--- config.mk ---
export PLATFORM = sky130hd
export DESIGN_NAME = lfsr_pattern_gen
export DESIGN_NICKNAME = d
export VERILOG_FILES = /design/src/rtl/lfsr_pattern_gen.sv
export SDC_FILE = /design/constraint.sdc
export NUM_CORES = 1
export LEC_CHECK = 0
export BUFFER_PORTS_ARGS = -buffer_cell sky130_fd_sc_hd__buf_2
export CAP_MARGIN = 10
export CORE_ASPECT_RATIO = 1.25
export CORE_MARGIN = 2
export CORE_UTILIZATION = 32
export CTS_BUF_LIST = sky130_fd_sc_hd__clkbuf_16
export DETAILED_ROUTE_END_ITERATION = 8
export GPL_TIMING_DRIVEN = 0
export PLACE_DENSITY = 0.69
export SETUP_SLACK_MARGIN = 0.05
export SYNTH_ARGS = -nofsm -noshare
export SYNTH_HDL_FRONTEND = slang
export SYNTH_SLANG_ARGS = --single-unit
--- constraint.sdc ---
create_clock -name clk -period 4.3 [get_ports clk]
set_input_delay 0.215 -clock clk [delete_from_list [all_inputs] [get_ports clk]]
set_output_delay 0.215 -clock clk [all_outputs]
set_load 0.03 [all_outputs]
--- src/rtl/lfsr_pattern_gen.sv ---
// Galois-LFSR test-pattern source for the BIST path: emits NUM_PATTERNS
// N-bit patterns per run under a start / hold / done-ack handshake.
module lfsr_pattern_gen #(
    parameter int          N            = 64,
    parameter int          NUM_PATTERNS = 64,
    parameter logic [63:0] SEED         = 64'h1
) (
    input  logic         clk,
    input  logic         rst_n,
    input  logic         start,
    input  logic         hold_i,
    input  logic         ack_i,
    input  logic         seed_we,
    input  logic [N-1:0] seed_i,
    input  logic [N-1:0] coeff,
    output logic [N-1:0] pattern_o,
    output logic         valid_o,
    output logic         last_o,
    output logic         done_o
);

    localparam int             CW        = $clog2(NUM_PATTERNS) + 1;
    localparam logic [CW-1:0]  CNT_ZERO  = CW'(0);
    localparam logic [CW-1:0]  CNT_ONE   = CW'(1);
    localparam logic [CW-1:0]  LAST_CNT  = CW'(NUM_PATTERNS - 1);
    localparam logic [N-1:0]   LFSR_ZERO = {N{1'b0}};
    localparam logic [N-1:0]   LFSR_ONE  = {{(N-1){1'b0}}, 1'b1};
    localparam logic [N-1:0]   SEED_T    = N'(SEED);
    localparam logic [N-1:0]   SEED_INIT = (SEED_T == LFSR_ZERO) ? LFSR_ONE : SEED_T;

    typedef enum logic [1:0] {
        S_IDLE = 2'd0,
        S_RUN  = 2'd1,
        S_DONE = 2'd2
    } state_t;

    // An all-zero LFSR state is a lock-up state, so it is never loaded.
    function automatic logic [N-1:0] zero_guard(input logic [N-1:0] v);
        if (v == LFSR_ZERO) begin
            zero_guard = LFSR_ONE;
        end else begin
            zero_guard = v;
        end
    endfunction

    function automatic logic [N-1:0] galois_step(input logic [N-1:0] q,
                                                 input logic [N-1:0] c);
        logic fb;
        fb             = q[N-1];
        galois_step[0] = c[0] & fb;
        for (int k = 1; k < N; k++) begin
            galois_step[k] = q[k-1] ^ (c[k] & fb);
        end
    endfunction

    state_t        state_q, state_d;
    logic [N-1:0]  lfsr_q, lfsr_d;
    logic [CW-1:0] cnt_q, cnt_d;
    logic          valid_q, valid_d;
    logic          last_q, last_d;
    logic          done_q, done_d;

    // Next-state, LFSR, counter and output-flag computation.
    always_comb begin
        state_d = state_q;
        lfsr_d  = lfsr_q;
        cnt_d   = cnt_q;
        case (state_q)
            S_IDLE: begin
                if (seed_we) begin
                    lfsr_d = zero_guard(seed_i);
                end else begin
                    lfsr_d = lfsr_q;
                end
                if (start) begin
                    cnt_d   = CNT_ZERO;
                    state_d = S_RUN;
                end else begin
                    state_d = S_IDLE;
                end
            end
            S_RUN: begin
                if (!hold_i) begin
                    lfsr_d = galois_step(lfsr_q, coeff);
                    cnt_d  = cnt_q + CNT_ONE;
                    if (cnt_q == LAST_CNT) begin
                        state_d = S_DONE;
                    end else begin
                        state_d = S_RUN;
                    end
                end else begin
                    state_d = S_RUN;
                end
            end
            S_DONE: begin
                if (ack_i) begin
                    state_d = S_IDLE;
                end else begin
                    state_d = S_DONE;
                end
            end
            default: begin
                state_d = S_IDLE;
            end
        endcase
        // Flags are computed from next state so the outputs come straight from flops.
        valid_d = (state_d == S_RUN);
        last_d  = (state_d == S_RUN) && (cnt_d == LAST_CNT);
        done_d  = (state_d == S_DONE);
    end

    // State and output registers.
    always_ff @(posedge clk or negedge rst_n) begin
        if (!rst_n) begin
            state_q <= S_IDLE;
            lfsr_q  <= SEED_INIT;
            cnt_q   <= CNT_ZERO;
            valid_q <= 1'b0;
            last_q  <= 1'b0;
            done_q  <= 1'b0;
        end else begin
            state_q <= state_d;
            lfsr_q  <= lfsr_d;
            cnt_q   <= cnt_d;
            valid_q <= valid_d;
            last_q  <= last_d;
            done_q  <= done_d;
        end
    end

    assign pattern_o = lfsr_q;
    assign valid_o   = valid_q;
    assign last_o    = last_q;
    assign done_o    = done_q;

endmodule

==> Word-level counts from Yosys, hierarchy flattened <==
Cells that the tools add are included.
{ "totals": {"reg_bits": 76, "inputBits": 134, "out_inout_bits": 67, "word_cells": 159} }
{ "op_classes": {"n_addsub": 1, "eq_ne": 8, "muxes": 12, "n_bitwise": 127, "reduce_logical": 5} }
{ "ops": {"columns": ["cell", "count"], "rows": [
  ["$mux W64", 3],
  ["$pmux W64 S2", 1],
  ["$and A1 B1 Y1", 64],
  ["$logic_not A64 Y1", 1],
  ["$xor A1 B1 Y1", 63],
  ["$eq A7 B6 Y1 const B", 2],
  ["$mux W7", 2],
  ["$pmux W7 S2", 1],
  ["$add A7 B1 Y7 const B", 1],
  ["$mux W2", 3],
  ["$pmux W2 S3", 1],
  ["$eq A2 B1 Y1 const B", 2],
  ["$eq A2 B2 Y1 const B", 2],
  ["$ne A2 B2 Y1 const B", 2],
  ["$reduce_and A3 Y1", 1],
  ["$logic_not A2 Y1", 1],
  ["$reduce_bool A2 Y1", 1],
  ["$logic_and A1 B1 Y1", 1],
  ["$mux W1", 1]
]} }

==> Logic depth before layout (Yosys ltp) <==
Gate-level depths: netlist of run 1.
{ "logic_depth": {"word_depth": 6, "mapped_depth": 7, "mapped_depth_nobuf": 5} }

==> Worst setup path before layout of run 1 <==
No wires, ideal clock.
{ "synth_path": {"kind": "register -> register", "from": "reg state_q[1]", "to": "reg last_q, in the netlist last_o", "setup_time_ns": 0.068, "arrival_time_ns": 1.501, "required_time_ns": 4.232, "path_slack_ns": 2.731, "path_stages_with_launch": 6, "path_buffers": 1, "period_less_slack_ns": 1.569, "cell_sequence": "dfrtp_1 > buf_2 > nand2b_4 > or4_4 > a22oi_1 > and4bb_1"} }
{ "synth_via": {"elab_chain_len": 4, "word_cells_on_any_way": 8, "classes_between": "eq/ne (4); mux (2); reduce/logical (2)"} }
{ "synth_rtl": {"columns": ["item", "line", "text"], "rows": [
  ["from (decl)", "56", "state_t state_q, state_d;"],
  ["from (signal assigned)", "122", "state_q <= state_d;"],
  ["$eq A2 B1 Y1, or another cell as far along", "68", "case (state_q)"],
  ["$pmux W7 S2 or $pmux W2 S3 (tied branches)", "68", null],
  ["$eq A7 B6 Y1 or $eq A2 B1 Y1 (tied branches)", "108", "last_d = (state_d == S_RUN) && (cnt_d == LAST_CNT);"],
  ["$logic_and A1 B1 Y1 *", "108", null],
  ["net last_d", "60", "logic last_q, last_d;"],
  ["to (signal assigned)", "126", "last_q <= last_d;"],
  ["to (decl)", "60", null]
]} }
Mark *: on every way through the listed nets, which the timed path passes. The rest lies on a longest branch.
A chain may end at the register's enable or synchronous reset.

==> Worst setup path after layout of run 1 <==
{ "layout_path": {"from": "reg state_q[0]", "to": "reg lfsr_q[45], in the netlist pattern_o[45]"} }
{ "layout_via": {"elab_chain_len": 3, "word_cells_on_any_way": 7, "classes_between": "eq/ne (3); mux (1); reduce/logical (3)"} }
{ "layout_rtl": {"columns": ["item", "line", "text"], "rows": [
  ["$eq A2 B1 Y1 or $logic_not A2 Y1 (tied branches)", "68", null],
  ["$ne A2 B2 Y1 (no line) or $reduce_bool A2 Y1 (tied branches)", null, null],
  ["$reduce_and A3 Y1 (no line)", null, null],
  ["to (signal assigned)", "123", "lfsr_q <= lfsr_d;"],
  ["to (decl)", "57", "logic [N-1:0] lfsr_q, lfsr_d;"]
]} }
Several ways; a longest one is shown, not always the timed one.

==> results of run 1 <==
-- placed cells by master, fill, tap and decap left out, types with 7 or more instances in the layout --
master       n
nor4_1      17
o21ai_0     28
nand2_1    135
xnor2_1     62
dfrtp_1     75
buf_2      205
clkbuf_16    9
mux2i_1     65
buf_4        7
o21ai_1     40
clkbuf_1    13
-- Yosys cell counts (2+ instances only) --
| cell type | number | share of area (%) |
|---|---|---|
| or4_1 | 2 | 0.33 |
| nor2b_1 | 4 | 0.55 |
| nor4_1 | 17 | 2.4 |
| buf_2 | 6 | 0.66 |
| dfrtp_1 | 75 | 42 |
| mux2i_1 | 65 | 14 |
| nor2_1 | 5 | 0.42 |
| o21ai_1 | 40 | 4.4 |
| nand4_1 | 5 | 0.69 |
| xnor2_1 | 62 | 12 |
| buf_4 | 6 | 1.0 |
| inv_1 | 2 | 0.17 |
| nand2_1 | 135 | 11 |
| buf_1 | 5 | 0.42 |
| a21oi_1 | 2 | 0.22 |
| clkbuf_1 | 13 | 1.1 |
| nand2b_1 | 3 | 0.42 |
| o21ai_0 | 28 | 3.1 |
| nor3_1 | 3 | 0.33 |
-- logic make-up (layout without fill, tap and decap cells) --
kind of cell,after synthesis,after routing,synth area share (%)
simple gates,182,182,17.9
flops,76,76,42.1
compound gates,81,81,9.75
xor+xnor,63,63,12.2
fa+ha+maj,1,1,0.277
buf+inv,32,250,3.32
mux,65,65,14.4
-- where the power goes --
part	switching, µW	total, µW	internal (µW)
Clock	300	860	560
Combinational	1290	2120	825
Sequential	310	1330	1020
Total	1900	4310	2410
-- routing by layer --
layer / part of all wire [%] / wire, µm / vias up / global-route usage, %
met5: 0.094 / 13 / - / 0
met4: 0.75 / 104 / 2 / 4.38
met3: 6.6 / 920 / 9 / 4.19
met2: 50 / 6950 / 156 / 32.7
met1: 43 / 5910 / 2025 / 22.6
li1: - / - / 2134 / -
-- critical path: stages (launching register included) --
cell and delay, ps:
dfrtp_1 510, nor2b_1 170, clkbuf_1 130, buf_4 220
buf_4 270, mux2i_1 260, o21ai_1 80
-- registers in the layout, summed over array words and instances, names as in the netlist --
register	flops
pattern_o	64
state_q	2
done_o	1
valid_o	1
cnt_q	7
last_o	1
-- through the flow --
| step | area [µm²] | utilization, % | total power [µW] |
|---|---|---|---|
| after floorplan | 4520 | - | 2830 |
| after global placement | 5740 | 41.5 | 3450 |
| after detailed placement | 5760 | 41.7 | 3490 |
| after CTS | 6100 | 44.2 | 4360 |
| after global routing | 6100 | 44.2 | 4620 |
| final | 6100 | 44.2 | 4310 |
-- area by class of cell --
cell class / instances / area (µm²)
buffer: 30 / 143
clock buffer: 9 / 225
clock inverter: 7 / 106
fill: 1383 / 7710
inverter: 2 / 7.51
multi-input combinational: 392 / 2460
sequential: 76 / 1900
tap: 175 / 219
timing repair buffer: 202 / 1030
-- final timing paths --
kind / start / slack [ps] / endpoint
worst max-delay path: state_q[0]$_DFF_PN0_ / 2520 / pattern_o[45]$_DFFE_PN0P_
worst min-delay path: ack_i / 170 / state_q[1]$_DFF_PN0_
worst max register to register: state_q[0]$_DFF_PN0_ / 2520 / pattern_o[45]$_DFFE_PN0P_
worst min register to register: cnt_q[6]$_DFF_PN0_ / 490 / cnt_q[6]$_DFF_PN0_
max in group asynchronous: rst_n / 3320 / pattern_o[18]$_DFFE_PN0P_
min in group asynchronous: rst_n / 390 / pattern_o[49]$_DFFE_PN0P_
==> flow_summary.ini, run 1 <==
[timing]
setup_tns_ps = 0
max_slew_margin_pct = 62.9
post-route-min-period_ps = 1780
setup_viol = 0
post-route-period-util_pct = 41.5
tightest_slew_ps = 556
rsz0062_at_grt = false
whs_ps = 170
slew_viol_final = 0
hold_viol = 0
fmax_mhz = 560
timing.final.ws_setup_ps = 2520
skew_ps = 5.77

[layout]
layout-drive-gt1-share_pct = 32.2
instances_no_fill = 893
final_nets = 848
syn_to_final_growth_pct = 35.1
antennaDiodeCount = 0

[cts]
post_cts_resized = 0
cts.sinks = 76
clockBufferDepth = 2
cts_setup_buffers = 0
cts_tree = yes
htree_levels = 3
hold_buffers = 1
clk_pin_slew_ps = 60
cts_buffers = 9
clk_latency_ps = 330
cts_root_buf = clkbuf_16

[floorplanning]
rows = 48
start_util_pct = 32.7
dieArea_mm2 = 0.0151
fp.dieW_um = 110
core_area_mm2 = 0.0138
io_pins = 201
die_h_um = 137

[logic_synthesis]
yosysWarnings = 0
synth_edf_count = 0
syn_nets = 635
synth_area_mm2 = 0.00452
synth-seq-cells = 76
avgSynthCellArea_um2 = 9.04
ys_seq_area_share_pct = 42.1
ys.flop_type = dfrtp_1
async_flop_share_pct = 100
synth_cells = 500
ys_types = 41

[min_path]
whs_path_depth = 4
hold_path.class = input port to flip-flop

[global_route]
grt_pass1_vias = 4170
grt_max_degree = 41
antenna_found_initial = 1
gr-total-overflow = 0
grt_pass1_wl_um = 21200
grt_usage_pct = 18.5

[route]
vias = 4326
first_iter_violations = 127
antenna_left = 0
wl_per_cell_um = 15.6
avgViaCountPerCell = 4.84
wirelength_um = 13900
drc_errors = 0
drt-pass1-iter-count = 5

[place]
dp.final_hpwl_um = 10900
dp_cells = 876
dp_slack_ps = 2150
gp_congestion = 0.800
portBuffers = 200

[pwr]
vdd_drop_max_mv = 0.370
power_density_mw_per_mm2 = 706
cellLeakagePower_uw = 0.00325

[job]
maxCapViolations = 0

[status]
outcome = complete, no violations

[critical_path]
cp_max_fo = 10
crit_type = flip-flop to flip-flop
crit_path_start_kind = flip-flop
reg2reg_depth = 6
worstPathRequired_ps = 4490
end_kind = flip-flop
arrival_ps = 1980
Power figures use the tool's default switching activity.
==> inputs of run 2 (changes only) <==
Settings changed: PLACE_DENSITY 0.69 to 0.71.
Clock period 4.3 ns to 1.5 ns, I/O delays scaled along.
==> run 2 against run 1 <==
The flow now finishes with violations (negative setup slack); clock skew is 3.4 ps higher; global-route usage is 0.95 points higher; non-clock buffer count is 28 higher; design area is 11% higher; total power grew to 2.9 times the previous value; utilization is 5.0 points higher; worst setup slack worse by 2600 ps; combinational power grew to 3.1 times the previous value; count of clock-buffer cells in the layout stayed put; via count is 4.6% higher.
==> flow_summary.ini, run 2 (synthesis results as in run 1) <==
[critical_path]
crit_path_start_kind = flip-flop
cpPeakStageDelay_ps = 400
end_kind = flip-flop
crit_type = flip-flop to flip-flop
worstReg2RegEnd = pattern_o[62]$_DFFE_PN0P_
path_cells = buf_6 > nor2b_1 > buf_4 > buf_6 > buf_12 > buf_12 > mux2i_1 > o21ai_1
regToRegSetupSlack_ps = -110
r2r-start = state_q[1]$_DFF_PN0_
worstPathRequired_ps = 1710
cp_max_fo = 5
critical_path.slowest_cell = dfrtp_1
arrival_ps = 1830
reg2reg_depth = 8

[cts]
htree_levels = 3
cts_buffers = 9
cts_tree = yes
cts.sinks = 76
clk_latency_ps = 340
clk_pin_slew_ps = 60
clockBufferDepth = 2
cts_root_buf = clkbuf_16

[min_path]
hold_path.class = input port to flip-flop
hold_start = seed_i[53]
whs_path_depth = 3
whs_endpoint = pattern_o[53]$_DFFE_PN0P_

[place]
portBuffers = 200
gp_congestion = 0.770
dp.final_hpwl_um = 11000

[timing]
rsz0062_at_grt = true
timing.final.ws_setup_ps = -112
post-route-min-period_ps = 1610
max_slew_margin_pct = 65.7
post-route-period-util_pct = 107
slew_viol_final = 0
skew_ps = 9.14
tightest_slew_ps = 510
fmax_mhz = 620
hold_viol = 0
whs_ps = 24.9
setup_tns_ps = -1680
setup_viol = 43

[floorplanning]
die_h_um = 137
start_util_pct = 32.7
dieArea_mm2 = 0.0151
fp.dieW_um = 110
rows = 48
io_pins = 201
core_area_mm2 = 0.0138

[layout]
final_common_cell = buf_2
fillers = 1339
antennaDiodeCount = 0
layout-drive-gt1-share_pct = 41.2
final_cell_mix = buf_2 (201), nand2_1 (129), dfrtp_1 (74)
largest_reg_flops = 64
final_nets = 876
syn_to_final_growth_pct = 50.3

[route]
wl_per_cell_um = 16.5
first_iter_violations = 140
avgViaCountPerCell = 4.92
drt-pass1-iter-count = 4
vias = 4527
antenna_left = 0
drc_errors = 0
wirelength_um = 15200

[pwr]
cellLeakagePower_uw = 0.00359
power_uw = 12500
power_density_mw_per_mm2 = 1840
vdd_drop_max_mv = 1.04

[status]
outcome = complete, but fails checks
violations = negative setup slack

[global_route]
grt_max_degree = 49
grt_pass1_vias = 4364
grt_pass1_wl_um = 22200
antenna_found_initial = 0
gr-total-overflow = 0
grt_usage_pct = 19.4

[job]
maxCapViolations = 0
[run 2: cell count changes in the layout (fill, tap and decap cells not counted), sizes merged]
| cell | change |
|---|---|
| buf | +29 |
| bufinv | -2 |
| clkbuf | -1 |
| clkinv | +1 |
| clkinvlp | +1 |
[run 2: timing repair]
action	4_1_cts	5_1_grt
hold buffers	1	0
endpoints found under the setup margin	70	70
hold endpoints to repair	28	0
gates resized for setup	87	52
buffers inserted	20	7
gates cloned	6	4
pin swaps	6	15
[run 2: layout make-up]
cell class                 count  area [µm²]  share of cell area, %
multi-input combinational    392        2630                   38.8
sequential                    76        1900                   28.0
clock inverter                 7        58.8                  0.866
timing repair buffer         231        1440                   21.2
tap                          175         219                   3.22
buffer                        29         304                   4.48
inverter                       2        7.51                  0.111
clock buffer                   9         225                   3.32
[run 2: how the worst max path moves through the flow]
stage | cells after the start | start | end
finish | 8 | state_q[1]$_DFF_PN0_ | pattern_o[62]$_DFFE_PN0P_
CTS | 5 | cnt_q[1]$_DFF_PN0_ | last_o$_DFF_PN0_
global placement | 1 | rst_n | state_q[0]$_DFF_PN0_
detailed placement | 5 | seed_i[33] | pattern_o[0]$_DFFE_PN1P_
global route | 5 | state_q[1]$_DFF_PN0_ | last_o$_DFF_PN0_
floorplan | 5 | state_q[1]$_DFF_PN0_ | last_o$_DFF_PN0_
[run 2: routing by layer]
layer | vias to the layer above | global-route usage (%) | wire (µm)
li1 | 2209 | - | -
met2 | 137 | 36.0 | 7950
met5 | - | 0 | 0
met1 | 2168 | 22.6 | 6240
met3 | 13 | 3.00 | 828
met4 | 0 | 6.18 | 194
[run 2: stage by stage]
stage	util, %	setup slack, ps	area [µm²]	instances
after floorplan	-	-32.0	4560	500
after global placement	41.8	-399	5780	875
after detailed placement	42.0	-365	5810	876
after CTS	48.1	-74.9	6640	918
after global routing	49.2	-173	6790	921
final	49.2	-112	6790	921
[run 2: report_power, final]
part           total, µW  internal, µW  switching (µW)  leakage, µW
combinational       6500          2640            3860      0.00251
sequential          3830          2930             906     0.000942
clock               2130          1270             863     0.000141
[run 2: worst max-delay path: cells and delay by family, from the launching register on]
family | cells | cell delay (ps)
AND/OR/NAND/NOR | 1 | 110
flip-flops | 1 | 400
multiplexers | 1 | 220
buffers and inverters | 5 | 670
AO/OA/AOI/OAI | 1 | 80
==> inputs of run 3 (changes only) <==
Settings changed: CORE_ASPECT_RATIO 1.25 to default.
==> run 3 against run 2 <==
The flow still finishes with violations (negative setup slack); non-clock buffer count down 1; design area up 2.7%; worst setup slack worse by 8.9 ps; die area about the same; total power up 4.0%; clock skew down 1.3 ps; via count down 0.40%; final cell count up 0.54%; critical path type unchanged; critical endpoint is now last_o$_DFF_PN0_; largest power group unchanged.
==> flow_summary.ini, run 3 (synthesis results as in run 1) <==
[status]
outcome = complete, but fails checks
violations = negative setup slack

[floorplanning]
dieArea_mm2 = 0.0151
die_h_um = 123
io_pins = 201
fp.dieW_um = 123
start_util_pct = 32.7
core_area_mm2 = 0.0138
rows = 43

[route]
wirelength_um = 15500
wl_per_cell_um = 16.8
drt-pass1-iter-count = 5
vias = 4509
first_iter_violations = 214
antenna_left = 0
avgViaCountPerCell = 4.87
drc_errors = 0

[global_route]
grt_usage_pct = 19.8
antenna_found_initial = 1
grt_pass1_vias = 4197
grt_max_degree = 48
grt_pass1_wl_um = 22700
gr-total-overflow = 0

[critical_path]
critical_path.slowest_cell = or4_4
crit_family = simple AND/OR/NAND/NOR gates
worstPathRequired_ps = 1760
end_kind = flip-flop
cpPeakStageDelay_ps = 440
arrival_ps = 1880
crit_path_start_kind = flip-flop
worst-path-buf-inv = 1
cp_max_fo = 7
path_cells = buf_6 > nand2b_4 > or4_4 > a22oi_2 > and4bb_1
crit_type = flip-flop to flip-flop

[layout]
final_common_cell = buf_2
final_cell_mix = buf_2 (202), nand2_1 (131), dfrtp_1 (73)
layout-drive-gt1-share_pct = 41.9
fillers = 1276
syn_to_final_growth_pct = 54.4
final_cell_area_mm2 = 0.00698
largest_reg_flops = 64
final_nets = 875

[cts]
cts_tree = yes
htree_levels = 3
clk_latency_ps = 340
clk_pin_slew_ps = 60
cts.sinks = 76
cts_buffers = 9
cts_root_buf = clkbuf_16
clockBufferDepth = 2

[place]
dp.final_hpwl_um = 10800
gp_congestion = 0.769
dp_slack_ps = -425
portBuffers = 200
placed_area_mm2 = 0.00581

[timing]
post-route-min-period_ps = 1620
skew_ps = 7.81
whs_ps = 9.61
setup_viol = 31
hold_viol = 0
rsz0062_at_grt = true
timing.final.ws_setup_ps = -121
post-route-period-util_pct = 108
tightest_slew_ps = 435
fmax_mhz = 617
slew_viol_final = 0
max_slew_margin_pct = 70.7

[pwr]
vdd_drop_max_mv = 0.877
cellLeakagePower_uw = 0.00360
power_density_mw_per_mm2 = 1860

[min_path]
hold_path.class = input port to flip-flop

[job]
maxCapViolations = 0
-- run 3: cell type report --
class | instances | area (µm²) | area share [%]
diodes | 1 | 2.50 | 0.0359
clock inverters | 7 | 81.3 | 1.17
flip-flops and latches | 76 | 1910 | 27.3
inverters | 2 | 7.51 | 0.108
clock buffers | 9 | 225 | 3.23
multi-input cells | 392 | 2710 | 38.8
repair buffers | 229 | 1460 | 20.9
well taps | 180 | 225 | 3.23
plain buffers | 30 | 369 | 5.29
-- run 3: final timing paths --
kind                                      start                        end  slack (ps)  cells after the start
max                        state_q[1]$_DFF_PN0_           last_o$_DFF_PN0_        -120                      5
min                                       ack_i           done_o$_DFF_PN0_          10                      4
max reg2reg                state_q[1]$_DFF_PN0_           last_o$_DFF_PN0_        -120                      5
min reg2reg                  cnt_q[6]$_DFF_PN0_         cnt_q[6]$_DFF_PN0_         520                      1
max in group asynchronous                 rst_n  pattern_o[14]$_DFFE_PN0P_         700                      3
min in group asynchronous                 rst_n  pattern_o[51]$_DFFE_PN0P_         220                      2
-- run 3: worst reg2reg max path, cell delays in order (launching register included) --
cell      delay [ps]
dfrtp_1          380
buf_6            130
nand2b_4         170
or4_4            440
a22oi_2          190
and4bb_1         230
-- run 3: per-layer routing --
metal,vias up,global-route usage [%],routed length (µm)
met4,0,7.04,262
met3,17,2.70,698
met2,147,31.9,7520
li1,2202,-,-
met5,-,0,0
met1,2143,27.2,7040
-- run 3: per-stage QoR --
| stage | util, % | TNS (ps) | instances | total power, µW |
|---|---|---|---|---|
| after floorplan | - | -32.0 | 500 | 8130 |
| after global placement | 41.8 | -29040 | 880 | 9870 |
| after global routing | 50.4 | -4060 | 925 | 13800 |
| final | 50.5 | -969 | 926 | 13000 |
| after detailed placement | 42.0 | -9540 | 881 | 10000 |
| after CTS | 48.2 | -791 | 918 | 12600 |
-- run 3: where the power goes --
part	switching (µW)	internal [µW]	total, µW	leakage (µW)
Combinational	3990	2830	6820	0.00251
Clock	856	1430	2290	0.000152
Sequential	925	2930	3850	0.000941
Total	5770	7190	13000	0.00360
-- run 3: timing repair --
action	4_1_cts	5_1_grt
gates resized for setup	80	71
buffers inserted	12	6
hold endpoints to repair	29	0
hold buffers	1	0
gates cloned	8	3
pin swaps	6	9
setup endpoints to repair	70	70
